$ cat config.mk
export PLATFORM = sky130hd
export DESIGN_NAME = key_event_gen
export DESIGN_NICKNAME = d
export VERILOG_FILES = /design/src/rtl/crossword_pkg.sv /design/src/rtl/key_fifo.sv /design/src/rtl/key_event_gen.sv
export SDC_FILE = /design/constraint.sdc
export NUM_CORES = 1
export LEC_CHECK = 0
export ABC_AREA = 1
export CAP_MARGIN = 0
export CORE_ASPECT_RATIO = 0.7
export CORE_UTILIZATION = 54
export CTS_BUF_LIST = sky130_fd_sc_hd__clkbuf_16
export DETAILED_ROUTE_END_ITERATION = 7
export GPL_TIMING_DRIVEN = 0
export MAX_ROUTING_LAYER = met4
export PLACE_DENSITY = 0.75
export SLEW_MARGIN = 5
export SYNTH_ARGS = -nofsm -noshare
export SYNTH_HDL_FRONTEND = slang
export SYNTH_HIERARCHICAL = 1
export SYNTH_SLANG_ARGS = --single-unit
$ cat constraint.sdc
create_clock -name frame_clk -period 3.18 [get_ports frame_clk]
set_input_delay 0.636 -clock frame_clk [delete_from_list [all_inputs] [get_ports frame_clk]]
set_output_delay 0.636 -clock frame_clk [all_outputs]
set_load 0.01 [all_outputs]
$ cat src/rtl/crossword_pkg.sv
// ============================================================================
// Module   : crossword_pkg
// Brief    : Shared key classes, HID keycode constants and the key classifier.
// Revision : 1.0 - initial release
// ============================================================================
`default_nettype none

package crossword_pkg;

    typedef enum logic [1:0] {
        NONE    = 2'd0,
        ARROW   = 2'd1,
        LETTER  = 2'd2,
        CONTROL = 2'd3
    } key_class_t;

    localparam logic [7:0] KEY_RIGHT = 8'h4F;
    localparam logic [7:0] KEY_LEFT  = 8'h50;
    localparam logic [7:0] KEY_DOWN  = 8'h51;
    localparam logic [7:0] KEY_UP    = 8'h52;
    localparam logic [7:0] KEY_BKSP  = 8'h2A;
    localparam logic [7:0] KEY_ENTER = 8'h28;
    localparam logic [7:0] KEY_A     = 8'h04;
    localparam logic [7:0] KEY_Z     = 8'h1D;

    typedef struct packed {
        logic [7:0] code;
        key_class_t cls;
        logic       rpt;
    } key_event_t;

    function automatic key_class_t classify_key(input logic [7:0] code);
        key_class_t cls;
        if (code >= KEY_A && code <= KEY_Z)
            cls = LETTER;
        else if (code >= KEY_RIGHT && code <= KEY_UP)
            cls = ARROW;
        else if (code == KEY_BKSP || code == KEY_ENTER)
            cls = CONTROL;
        else
            cls = NONE;
        return cls;
    endfunction

endpackage

`default_nettype wire

$ cat src/rtl/key_fifo.sv
// ============================================================================
// Module   : key_fifo
// Brief    : Show-ahead FIFO of key events; head is visible whenever non-empty.
// Revision : 1.0 - initial release
// ============================================================================
`default_nettype none

module key_fifo
    import crossword_pkg::*;
#(
    parameter int DEPTH = 4
) (
    input  logic       clk,
    input  logic       rst_n,
    input  logic       i_push,
    input  key_event_t i_data,
    input  logic       i_pop,
    output key_event_t o_head,
    output logic       o_full,
    output logic       o_empty
);

    localparam int c_AW = $clog2(DEPTH);

    key_event_t       r_mem [DEPTH];
    logic [c_AW:0]    r_wr_ptr;
    logic [c_AW:0]    r_rd_ptr;
    logic             w_do_push;
    logic             w_do_pop;

    assign o_empty = (r_wr_ptr == r_rd_ptr);
    assign o_full  = (r_wr_ptr[c_AW] != r_rd_ptr[c_AW]) &&
                     (r_wr_ptr[c_AW-1:0] == r_rd_ptr[c_AW-1:0]);

    // A push into a full FIFO is accepted only when the head leaves this cycle.
    assign w_do_pop  = i_pop && !o_empty;
    assign w_do_push = i_push && (!o_full || w_do_pop);

    assign o_head = o_empty ? key_event_t'('0) : r_mem[r_rd_ptr[c_AW-1:0]];

    always_ff @(posedge clk or negedge rst_n) begin
        if (!rst_n) begin
            r_wr_ptr <= '0;
            r_rd_ptr <= '0;
        end else begin
            if (w_do_push)
                r_wr_ptr <= r_wr_ptr + (c_AW+1)'(1);
            if (w_do_pop)
                r_rd_ptr <= r_rd_ptr + (c_AW+1)'(1);
        end
    end

    always_ff @(posedge clk) begin
        if (w_do_push)
            r_mem[r_wr_ptr[c_AW-1:0]] <= i_data;
    end

endmodule

`default_nettype wire

$ cat src/rtl/key_event_gen.sv
// ============================================================================
// Module   : key_event_gen
// Brief    : Turns a held HID keycode level into classified press/repeat events.
// Revision : 1.0 - initial release
// ============================================================================
`default_nettype none

module key_event_gen
    import crossword_pkg::*;
#(
    parameter int REPEAT_DELAY = 30,
    parameter int REPEAT_RATE  = 6,
    parameter int FIFO_DEPTH   = 4
) (
    input  logic       frame_clk,
    input  logic       Reset_n,
    input  logic [7:0] keycode,
    output logic       ev_valid,
    input  logic       ev_ready,
    output logic [7:0] ev_code,
    output logic [1:0] ev_class,
    output logic       ev_repeat,
    output logic [7:0] drop_cnt
);

    localparam int c_CNT_MAX = (REPEAT_DELAY > REPEAT_RATE) ? REPEAT_DELAY : REPEAT_RATE;
    localparam int c_CNT_W   = $clog2(c_CNT_MAX + 1);
    localparam logic [c_CNT_W-1:0] c_DELAY_LAST = c_CNT_W'(REPEAT_DELAY - 1);
    localparam logic [c_CNT_W-1:0] c_RATE_LAST  = c_CNT_W'(REPEAT_RATE - 1);

    typedef enum logic [1:0] {
        ST_IDLE   = 2'd0,
        ST_HOLD   = 2'd1,
        ST_REPEAT = 2'd2
    } state_t;

    state_t               r_state;
    logic [7:0]           r_kc_q;
    logic [7:0]           r_held;
    logic [c_CNT_W-1:0]   r_cnt;
    logic [7:0]           r_drop_cnt;

    key_class_t           w_kc_cls;
    logic                 w_stable;
    logic                 w_release;
    logic                 w_pushable;
    logic                 w_new_key;
    logic                 w_rpt_key;
    logic                 w_push_rpt;
    logic                 w_push;
    logic                 w_pop;
    logic                 w_full;
    logic                 w_empty;
    key_event_t           w_push_ev;
    key_event_t           w_head;

    assign w_stable   = (keycode == r_kc_q);
    assign w_kc_cls   = classify_key(keycode);
    assign w_release  = w_stable && (w_kc_cls == NONE);
    assign w_pushable = w_stable && (w_kc_cls != NONE);
    assign w_new_key  = w_pushable && ((r_state == ST_IDLE) || (keycode != r_held));
    assign w_rpt_key  = (r_held == KEY_BKSP) || (classify_key(r_held) == ARROW);

    always_comb begin
        w_push_rpt = 1'b0;
        if (w_pushable && !w_new_key) begin
            if (r_state == ST_HOLD)
                w_push_rpt = w_rpt_key && (r_cnt == c_DELAY_LAST);
            else if (r_state == ST_REPEAT)
                w_push_rpt = (r_cnt == c_RATE_LAST);
        end
    end

    assign w_push    = w_new_key || w_push_rpt;
    assign w_push_ev = '{code: keycode, cls: w_kc_cls, rpt: w_push_rpt};

    // Unstable frames freeze the FSM so a single-frame glitch is invisible.
    always_ff @(posedge frame_clk or negedge Reset_n) begin
        if (!Reset_n) begin
            r_state <= ST_IDLE;
            r_kc_q  <= '0;
            r_held  <= '0;
            r_cnt   <= '0;
        end else begin
            r_kc_q <= keycode;
            if (w_release) begin
                r_state <= ST_IDLE;
                r_cnt   <= '0;
            end else if (w_new_key) begin
                r_state <= ST_HOLD;
                r_held  <= keycode;
                r_cnt   <= '0;
            end else if (w_push_rpt) begin
                r_state <= ST_REPEAT;
                r_cnt   <= '0;
            end else if (w_pushable) begin
                if (r_state == ST_HOLD && r_cnt != c_DELAY_LAST)
                    r_cnt <= r_cnt + c_CNT_W'(1);
                else if (r_state == ST_REPEAT)
                    r_cnt <= r_cnt + c_CNT_W'(1);
            end
        end
    end

    assign w_pop = ev_valid && ev_ready;

    always_ff @(posedge frame_clk or negedge Reset_n) begin
        if (!Reset_n)
            r_drop_cnt <= '0;
        else if (w_push && w_full && !w_pop && r_drop_cnt != 8'hFF)
            r_drop_cnt <= r_drop_cnt + 8'd1;
    end

    key_fifo #(
        .DEPTH (FIFO_DEPTH)
    ) u_key_fifo (
        .clk     (frame_clk),
        .rst_n   (Reset_n),
        .i_push  (w_push),
        .i_data  (w_push_ev),
        .i_pop   (w_pop),
        .o_head  (w_head),
        .o_full  (w_full),
        .o_empty (w_empty)
    );

    assign ev_valid  = !w_empty;
    assign ev_code   = w_head.code;
    assign ev_class  = w_head.cls;
    assign ev_repeat = w_head.rpt;
    assign drop_cnt  = r_drop_cnt;

endmodule

`default_nettype wire

==> flow_summary.json <==
{
  "status": "completed",
  "hold_buffers": 0,
  "timing.critical_path.to_type": "register",
  "residual_drc_count": 0,
  "io_pins": 31,
  "crit_path_start_kind": "input pin",
  "cts.reportedPaths.clkPinSlew_ns": 0.06,
  "final-setup-viol-count": 0,
  "power.density_nw_per_um2": 536,
  "synth-main-ff-cell": "sky130_fd_sc_hd__edfxtp_1",
  "grt_util_all_layers_pct": 23.5,
  "drt_wl_total_mm": 8.10,
  "fmaxAchievable_mhz": 322,
  "synth.lib_cells_used.distinct": 34,
  "cts_inserted_buffers": 9,
  "grt_start_max_net_pins": 37,
  "asyncSetResetFlopFracSynth_pct": 45.7,
  "rows": 25,
  "area_growth_syn_to_layout_pct": 18.1,
  "globalplace.congestion": 0.863,
  "cts_tree": "done",
  "tightestPinTransition_ns": 0.693,
  "slew_headroom_pct": 53.7,
  "worst-endpoint-required_ns": 3.15,
  "floorplan.core_area_um2": 6980,
  "detail_route.iter0.violations": 184,
  "place.detailed.hpwl_mm": 5.52,
  "clk-insertion-delay-late_ns": 0.34,
  "total_of_warnings_raised_by_yosys": 6,
  "synth_most_common_cell": "sky130_fd_sc_hd__nand2_1",
  "worst_slack_ns": 0.0748,
  "synthesized_netlist_cell_count": 439,
  "via_count_of_the_first_global_routing_pass": 2776,
  "postRouteAntennaNets": 0,
  "timing.final.crit_period_ns": 3.11,
  "ctsHtreeMaxLevel": 3,
  "synth_largest_area_cell": "sky130_fd_sc_hd__edfxtp_1",
  "post_synth.cell_area_avg_um2": 9.15,
  "critical_path_class": "in -> reg",
  "synth_edf_count": 44,
  "antennaDiodeCount": 0,
  "overflow": 0,
  "report.power.total_mw": 2.54,
  "grt_pass1_wl_mm": 13.3,
  "clock_sinks": 81,
  "drive_gt1_share_pct": 11.3,
  "number_of_hold_violations_in_the_final_report": 0,
  "grt_setup_unrepaired": "true",
  "finish.net_count": 500,
  "timing.final.crit_share_pct": 97.6,
  "synth.cell_area_um2": 4020,
  "preCtsSetupSlack_ns": -0.581,
  "crit_path_arrival_time_ns": 3.07,
  "max_cap_viol_count": 0,
  "vdd_drop_max_v": 0.000306,
  "critPathMaxFanout": 11,
  "synthTopCellsByCount": "94 x sky130_fd_sc_hd__nand2_1, 67 x sky130_fd_sc_hd__nor2_1, 56 x sky130_fd_sc_hd__inv_1, 44 x sky130_fd_sc_hd__edfxtp_1, 37 x sky130_fd_sc_hd__dfrtp_1",
  "synthDominantCellAreaShare_pct": 32.9,
  "ys_top_cells_by_area": "sky130_fd_sc_hd__edfxtp_1 33%, sky130_fd_sc_hd__dfrtp_1 23%, sky130_fd_sc_hd__nand2_1 8.8%",
  "sequential_cell_area_fraction_in_the_yosys_report_pct": 55.9,
  "leakagePower_nw": 2.19,
  "wire_per_inst_um": 14.0,
  "die_footprint_um2": 7790,
  "initial_utilization_pct": 57.6,
  "clock_path_buffers": 2,
  "total_iterations_of_the_first_detailed_routing_run": 4,
  "route.detailed.vias_per_inst": 5.20,
  "initial_antenna_violation_count": 0,
  "slew_viol_final": 0,
  "final_setup_skew_ns": 0.00509,
  "synthesis.nets": 458,
  "timing.hold.worst.class": "in -> async",
  "ys_ff_latch": 81,
  "clock-root-buffer": "sky130_fd_sc_hd__clkbuf_16",
  "detailroute.via_count": 3015,
  "port_buffers": 30,
  "die_x_um": 105,
  "die_h_um": 74.2
}
-- flip-flops by register name, indices dropped and copies added (netlist names) --
| register | cells |
|---|---|
| drop_cnt | 8 |
| u_key_fifo/r_mem | 44 |
| r_held | 8 |
| r_kc_q | 8 |
| r_state | 2 |
| u_key_fifo/r_rd_ptr | 3 |
| u_key_fifo/r_wr_ptr | 3 |
| r_cnt | 5 |
-- placed cells by master (no fill, tap or decap), types with 2 or more instances in the layout --
cell / instances
sky130_fd_sc_hd__a21oi_1: 4
sky130_fd_sc_hd__buf_2: 7
sky130_fd_sc_hd__clkbuf_1: 3
sky130_fd_sc_hd__clkbuf_16: 9
sky130_fd_sc_hd__clkdlybuf4s50_1: 29
sky130_fd_sc_hd__clkinvlp_4: 3
sky130_fd_sc_hd__dfrtp_1: 37
sky130_fd_sc_hd__edfxtp_1: 44
sky130_fd_sc_hd__ha_1: 8
sky130_fd_sc_hd__inv_1: 56
sky130_fd_sc_hd__inv_2: 6
sky130_fd_sc_hd__inv_6: 3
sky130_fd_sc_hd__nand2_1: 94
sky130_fd_sc_hd__nand2_2: 5
sky130_fd_sc_hd__nand2_4: 2
sky130_fd_sc_hd__nand3_1: 14
sky130_fd_sc_hd__nand3_2: 4
sky130_fd_sc_hd__nand4_1: 4
sky130_fd_sc_hd__nor2_1: 63
sky130_fd_sc_hd__nor2_2: 4
sky130_fd_sc_hd__nor2_4: 2
sky130_fd_sc_hd__nor3_1: 6
sky130_fd_sc_hd__o21ai_0: 35
sky130_fd_sc_hd__o21ai_1: 13
sky130_fd_sc_hd__xnor2_2: 3
sky130_fd_sc_hd__xor2_1: 14
-- worst max-delay path: stages --
cell	delay (ns)
sky130_fd_sc_hd__clkdlybuf4s50_1	0.71
sky130_fd_sc_hd__inv_2	0.10
sky130_fd_sc_hd__nand2_1	0.08
sky130_fd_sc_hd__nand2_1	0.05
sky130_fd_sc_hd__nor2_1	0.12
sky130_fd_sc_hd__nand2_1	0.10
sky130_fd_sc_hd__nor2_4	0.20
sky130_fd_sc_hd__nand3_4	0.16
sky130_fd_sc_hd__nand2_4	0.17
sky130_fd_sc_hd__nand2_2	0.16
sky130_fd_sc_hd__nor2_2	0.57
-- final cells by class --
type	count	area, um^2
timing repair buffer	31	315
sequential	81	2250
buffer	10	52.6
multi-input combinational	286	1500
fill	519	2230
clock buffer	9	225
tap	94	118
inverter	62	233
clock inverter	7	53.8
-- report_power, final --
part | internal (mW) | leakage [nW] | total [mW] | switching (mW)
combinational | 0.172 | 1.18 | 0.433 | 0.261
clock | 0.534 | 0.129 | 0.955 | 0.421
sequential | 1.13 | 0.874 | 1.16 | 0.0232
total | 1.84 | 2.19 | 2.54 | 0.705
-- final timing paths --
check	start	to	slack, ns	cells past startpoint
setup / recovery	keycode[3]	u_key_fifo/r_mem[2][5]	0.07	11
hold / removal	Reset_n	u_key_fifo/r_rd_ptr[1]	0.09	1
setup reg to reg	u_key_fifo/r_rd_ptr[0]	u_key_fifo/r_mem[2][5]	0.35	12
hold reg to reg	r_held[6]	r_held[6]	0.53	2
max in group asynchronous	Reset_n	r_kc_q[1]	2.70	2
min in group frame_clk	r_held[6]	r_held[6]	0.53	2
-- kinds of logic after synthesis --
| kind of cell | share of synthesized area, % |
|---|---|
| buf+inv | 7.10 |
| fa+ha+maj | 2.49 |
| compound gates | 7.82 |
| simple gates | 22.4 |
| xor+xnor | 4.27 |
| flops | 55.9 |
-- metal layers --
metal  up-vias  track usage, %  wire length (um)
met5         -               -                 0
met3         7            5.35               438
met4         0            8.61                80
li1       1501               -                 -
met2        77            36.4              3690
met1      1430            30.9              3890
-- metrics by stage --
step | utilization, % | std cells | setup TNS [ns] | hold WS [ns] | cell area [um^2]
floorplan | - | 439 | 0 | 0.340 | 4020
global placement | 63.6 | 563 | -21.41 | 0.495 | 4440
detailed placement | 63.8 | 564 | -22.68 | 0.447 | 4450
CTS | 67.9 | 580 | 0 | 0.0795 | 4740
global route | 68.0 | 580 | -1.33 | 0.0769 | 4740
finish | 68.0 | 580 | 0 | 0.0892 | 4740
-- timing repair --
item / 4_1_cts / 5_1_grt
resized for setup: 4 / 1
setup endpoints to repair: 44 / 34
setup buffers: 0 / 0
No activity file was read; power rests on OpenSTA's default activity.
